===== src/rtl/nr_divider_modulo.sv =====
// Pipelined unsigned 32/16 non-restoring divider with quotient/remainder select.
// Input register, NSTAGE iteration stages, and a remainder-correcting output register.
module nr_divider_modulo #(
    parameter int BITS_PER_STAGE = 4
) (
    input  logic        clk,
    input  logic        reset,
    input  logic        mode,
    input  logic        valid_in,
    input  logic [15:0] divisor,
    input  logic [31:0] dividend,
    output logic [31:0] result,
    output logic        valid_out
);

    localparam int NSTAGE = 32 / BITS_PER_STAGE;

    // Per-stage state. Index 0 is the input register.
    // The dividend enters in q and is shifted out into p as quotient bits
    // shift in at the bottom.
    logic [16:0] p_r    [0:NSTAGE];
    logic [31:0] q_r    [0:NSTAGE];
    logic [15:0] d_r    [0:NSTAGE];
    logic        mode_r [0:NSTAGE];
    logic        vld_r  [0:NSTAGE];
    logic        dz_r   [0:NSTAGE];

    logic [16:0] p_n [1:NSTAGE];
    logic [31:0] q_n [1:NSTAGE];

    logic [16:0] rem_fix;
    logic [31:0] res_n;

    // Iteration logic: BITS_PER_STAGE non-restoring steps per stage.
    // p is kept modulo 2^17; the shifted value may wrap, but every add/sub
    // result lies in [-D, D) and is therefore exact.
    always_comb begin
        logic [16:0] p;
        logic [31:0] q;
        logic        neg;
        p = '0;
        q = '0;
        neg = 1'b0;
        for (int s = 1; s <= NSTAGE; s++) begin
            p_n[s] = '0;
            q_n[s] = '0;
        end
        for (int s = 1; s <= NSTAGE; s++) begin
            p = p_r[s-1];
            q = q_r[s-1];
            for (int b = 0; b < BITS_PER_STAGE; b++) begin
                neg = p[16];
                p = {p[15:0], q[31]};
                q = {q[30:0], 1'b0};
                if (neg)
                    p = p + {1'b0, d_r[s-1]};
                else
                    p = p - {1'b0, d_r[s-1]};
                q[0] = ~p[16];
            end
            p_n[s] = p;
            q_n[s] = q;
        end
    end

    // Output selection: final remainder correction and divide-by-zero override.
    // With a zero divisor p ends holding dividend[16:0], so the remainder
    // path already yields dividend[15:0]; only the quotient is forced.
    always_comb begin
        rem_fix = p_r[NSTAGE][16] ? p_r[NSTAGE] + {1'b0, d_r[NSTAGE]}
                                  : p_r[NSTAGE];
        if (mode_r[NSTAGE])
            res_n = {16'b0, rem_fix[15:0]};
        else if (dz_r[NSTAGE])
            res_n = 32'hFFFF_FFFF;
        else
            res_n = q_r[NSTAGE];
    end

    // Pipeline registers: advance every cycle, cleared by synchronous reset.
    always_ff @(posedge clk) begin
        if (reset) begin
            for (int s = 0; s <= NSTAGE; s++) begin
                p_r[s]    <= '0;
                q_r[s]    <= '0;
                d_r[s]    <= '0;
                mode_r[s] <= 1'b0;
                vld_r[s]  <= 1'b0;
                dz_r[s]   <= 1'b0;
            end
            result    <= '0;
            valid_out <= 1'b0;
        end else begin
            p_r[0]    <= '0;
            q_r[0]    <= dividend;
            d_r[0]    <= divisor;
            mode_r[0] <= mode;
            vld_r[0]  <= valid_in;
            dz_r[0]   <= (divisor == 16'd0);
            for (int s = 1; s <= NSTAGE; s++) begin
                p_r[s]    <= p_n[s];
                q_r[s]    <= q_n[s];
                d_r[s]    <= d_r[s-1];
                mode_r[s] <= mode_r[s-1];
                vld_r[s]  <= vld_r[s-1];
                dz_r[s]   <= dz_r[s-1];
            end
            result    <= res_n;
            valid_out <= vld_r[NSTAGE];
        end
    end

endmodule


===== config.mk =====
export PLATFORM = sky130hd
export DESIGN_NAME = nr_divider_modulo
export DESIGN_NICKNAME = d
export VERILOG_FILES = /design/src/rtl/nr_divider_modulo.sv
export SDC_FILE = /design/constraint.sdc
export NUM_CORES = 2
export LEC_CHECK = 0
export CELL_PAD_IN_SITES_DETAIL_PLACEMENT = 1
export CELL_PAD_IN_SITES_GLOBAL_PLACEMENT = 2
export CORE_MARGIN = 8
export CORE_UTILIZATION = 35
export CTS_CLUSTER_SIZE = 16
export DETAILED_ROUTE_END_ITERATION = 8
export PLACE_DENSITY = 0.73
export SLEW_MARGIN = 5
export SYNTH_ARGS = -nofsm -noshare
export SYNTH_HDL_FRONTEND = slang
export SYNTH_SLANG_ARGS = --single-unit

===== constraint.sdc =====
create_clock -name clk -period 12.9 [get_ports clk]
set_input_delay 1.935 -clock clk [delete_from_list [all_inputs] [get_ports clk]]
set_output_delay 1.935 -clock clk [all_outputs]
set_load 0.005 [all_outputs]

==> run summary <==
For this run, asynchronously set or reset flops after synthesis account for 0%. The most common cell in the synthesized netlist is sky130_fd_sc_hd__nor2_1. The number of antenna violations at the first check in global routing came out at 6. In this run the standard cell core region covers 0.137 mm2.

The first-pass detailed-route iteration total is 5. The count of H-tree levels built during CTS is 3. After detailed routing, the number of remaining DRC violations is 0. For this run, the number of Yosys warnings is 0. The synthesized area is 0.0482 mm2.

Data on the critical path arrives at its endpoint at 12.85 ns. The worst clock skew on the final layout is 0.0415 ns. Sorting the synthesized cells by how often they occur yields 693 x sky130_fd_sc_hd__nor2_1, 628 x sky130_fd_sc_hd__dfxtp_1, 522 x sky130_fd_sc_hd__ha_1, 474 x sky130_fd_sc_hd__nor2b_1, 460 x sky130_fd_sc_hd__xnor2_1. The worst-case hold slack is 0.425 ns. The routed wirelength normalized by instance count came out at 18.6 um.

The transition time of the tightest slew-check pin came out at 0.955 ns. For this run, the total global-route usage over all layers was measured as 19.4%. The final layout contains 6780 nets. The clock period minus final worst setup slack came out at 12.25 ns. Yosys attributes the largest share of cell area to sky130_fd_sc_hd__dfxtp_1 26%, sky130_fd_sc_hd__ha_1 14%, sky130_fd_sc_hd__xnor2_1 8.4%. The standard-cell row count is 136. Summed over all instances, the cell type with the most area after synthesis is sky130_fd_sc_hd__dfxtp_1. The sequential share of the synthesized area came out at 26.1%. The number of synthesized flops with an enable pin came out at 0. The die is 387 um tall.

The count of state elements after synthesis came out at 628. The net count after synthesis is 6392. The startpoint type of the worst setup path is a flip-flop. The worst pin sits at a relative slew slack of 36.3%.

The share of cells above drive strength 1 is 13.4%. The count of buffers inserted at the top-level ports is 84. STA classifies the critical path endpoint as a flip-flop. The clock input transition at the sequential cells of the worst setup and hold paths is 0.06 ns. The path class of the tightest hold or removal check is reg -> reg.

The gate count after technology mapping came out at 5786. TritonCTS built the clock tree. The placer congestion estimate is 0.870. The layout filler cell count is 16300. The run finished with clean final reports.

The fraction of the cycle the final worst path needs is 94.9%. Prior to clock tree synthesis, the placed netlist has a worst setup slack of -0.108 ns. The mean post-synth cell area came out at 8.33 um2. The floorplan die width is 387 um.

The share of synthesized area in the top cell type comes to 26.1%. The number of hold violations in the final report was 0. 85 I/O pins were placed.

The number of clock sinks seen by CTS came out at 628. The initial core utilization came out at 35.1%. The minimum setup slack in the final design came out at 0.652 ns. The most common cell type on the critical path is sky130_fd_sc_hd__or3_1. The insertion delay to the later sink of the worst-skew pair is 0.68 ns.

Along the worst path, the maximum fanout reaches 4. Entering global routing, the biggest net connects 187 pins. The number of max-slew violations in the final report came to 0. The total grt overflow came out at 0.

The floorplan die area came out at 0.150 mm2. The slowest stage of the critical path is the sky130_fd_sc_hd__fa_1 cell. The first global-routing pass estimated 239000 um of wire. Data on the critical path is required at its endpoint by 13.50 ns. CTS placed an instance of sky130_fd_sc_hd__clkbuf_16 at the clock tree root.

The max-cap check violation count is 0. In the routed layout, each cell is associated on average with a via count of 5.13. In this run the remaining antenna-violating nets after routing total 0. The total via count in the routed design came out at 41200. The largest single stage delay on the critical path is 0.41 ns. The critical path start-end classification is reg -> reg. The detailed router finished its first iteration with 1638 violations. The synthesis-to-finish area growth is 18.4%. The achievable frequency came out at 0.0816 GHz.

The number of buffers between clock root and the deepest sink is 3. Setup violations remaining at the end of the flow were counted as 0. The number of global-route vias before repair is 43400. The count of unique library cells instantiated by Yosys came out at 105. Counting the buffers created by CTS gives 77. Summed over all nets, the half-perimeter wirelength after detailed placement is 119000 um.

The main flop type after synthesis is sky130_fd_sc_hd__dfxtp_1. The sum of routed wire length over all layers is 149000 um.
-- routing by layer --
metal / wire, um / vias to the layer above / GRT usage, %
met5: 0 / - / 0
met2: 68100 / 482 / 32.5
met4: 3300 / 0 / 5.04
met3: 4160 / 163 / 2.18
met1: 73800 / 19900 / 26.5
li1: - / 20700 / -
-- sequential cells by signal (all words and copies together), names as in the netlist --
signal     flops
q_r          288
d_r          144
p_r          136
result        32
dz_r           9
mode_r         9
vld_r          9
valid_out      1
-- logic make-up after synthesis --
kind of cell,after synthesis,synth area share (%)
simple gates,2140,22.7
compound gates,1099,15.1
xor+xnor,878,16.3
flops,628,26.1
fa+ha+maj,554,14.9
buf+inv,428,3.58
mux,59,1.30
-- layout make-up --
class,instances,area [um2],share of cell area [%]
repair buffers,561,4480,7.84
clock buffers,97,2130,3.73
flip-flops and latches,628,12600,22.0
inverters,176,661,1.16
clock inverters,45,514,0.901
multi-input cells,4730,34500,60.4
diodes,1,2.50,0.00438
well taps,1794,2240,3.93
-- stage by stage --
stage               std cells  area, um2  TNS [ns]  util [%]
CTS                      8023      56500         0      41.2
global placement         7881      53800    -0.130      39.2
finish                   8032      57100         0      41.6
global route             8031      57100   -0.0985      41.6
floorplan                5786      48200         0         -
detailed placement       7881      53800    -0.342      39.2
-- cell usage in the layout (no fill, tap or decap), drive strengths merged, types with 36 or more instances in the layout --
| cell type | n |
|---|---|
| and3 | 56 |
| xor2 | 405 |
| a21oi | 307 |
| or3 | 82 |
| buf | 478 |
| nand2 | 285 |
| xnor2 | 464 |
| clkdlybuf4s50 | 83 |
| a31oi | 45 |
| o21bai | 60 |
| a211oi | 44 |
| dfxtp | 628 |
| o21a | 80 |
| o21ai | 186 |
| ha | 522 |
| nor3 | 197 |
| nand3 | 78 |
| clkbuf | 97 |
| and2 | 36 |
| nor4 | 41 |
| nor2 | 693 |
| a21o | 137 |
| inv | 179 |
| nor2b | 474 |
| nand2b | 61 |
-- path summary, 6_finish.rpt --
kind	from	to	slack [ns]	cells past startpoint
max	d_r[0][113]$_SDFF_PP0_	p_r[0][152]$_SDFF_PP0_	0.65	51
min	q_r[0][277]$_SDFF_PP0_	result[21]$_SDFF_PP0_	0.42	1
max reg2reg	d_r[0][113]$_SDFF_PP0_	p_r[0][152]$_SDFF_PP0_	0.65	51
min reg2reg	q_r[0][277]$_SDFF_PP0_	result[21]$_SDFF_PP0_	0.42	1
-- critical path, delay by kind of cell, from the launching register on --
family | cells | cell delay (ns)
AND/OR/NAND/NOR | 15 | 3.58
XOR/XNOR | 5 | 0.94
adder cells (fa/ha/maj) | 4 | 1.56
buffers and inverters | 1 | 0.15
flip-flops | 1 | 0.30
AO/OA/AOI/OAI | 22 | 4.33
multiplexers | 4 | 1.29
-- repair_timing --
action / in CTS / in global routing
pin swaps: 0 / 30
buffers inserted: 0 / 8
hold buffers: 0 / 0
gates resized for setup: 5 / 122
endpoints found under the setup margin: 7 / 57
Power is not shown: default switching activity piles up to over one toggle a cycle in this logic, so the estimate is an artifact.
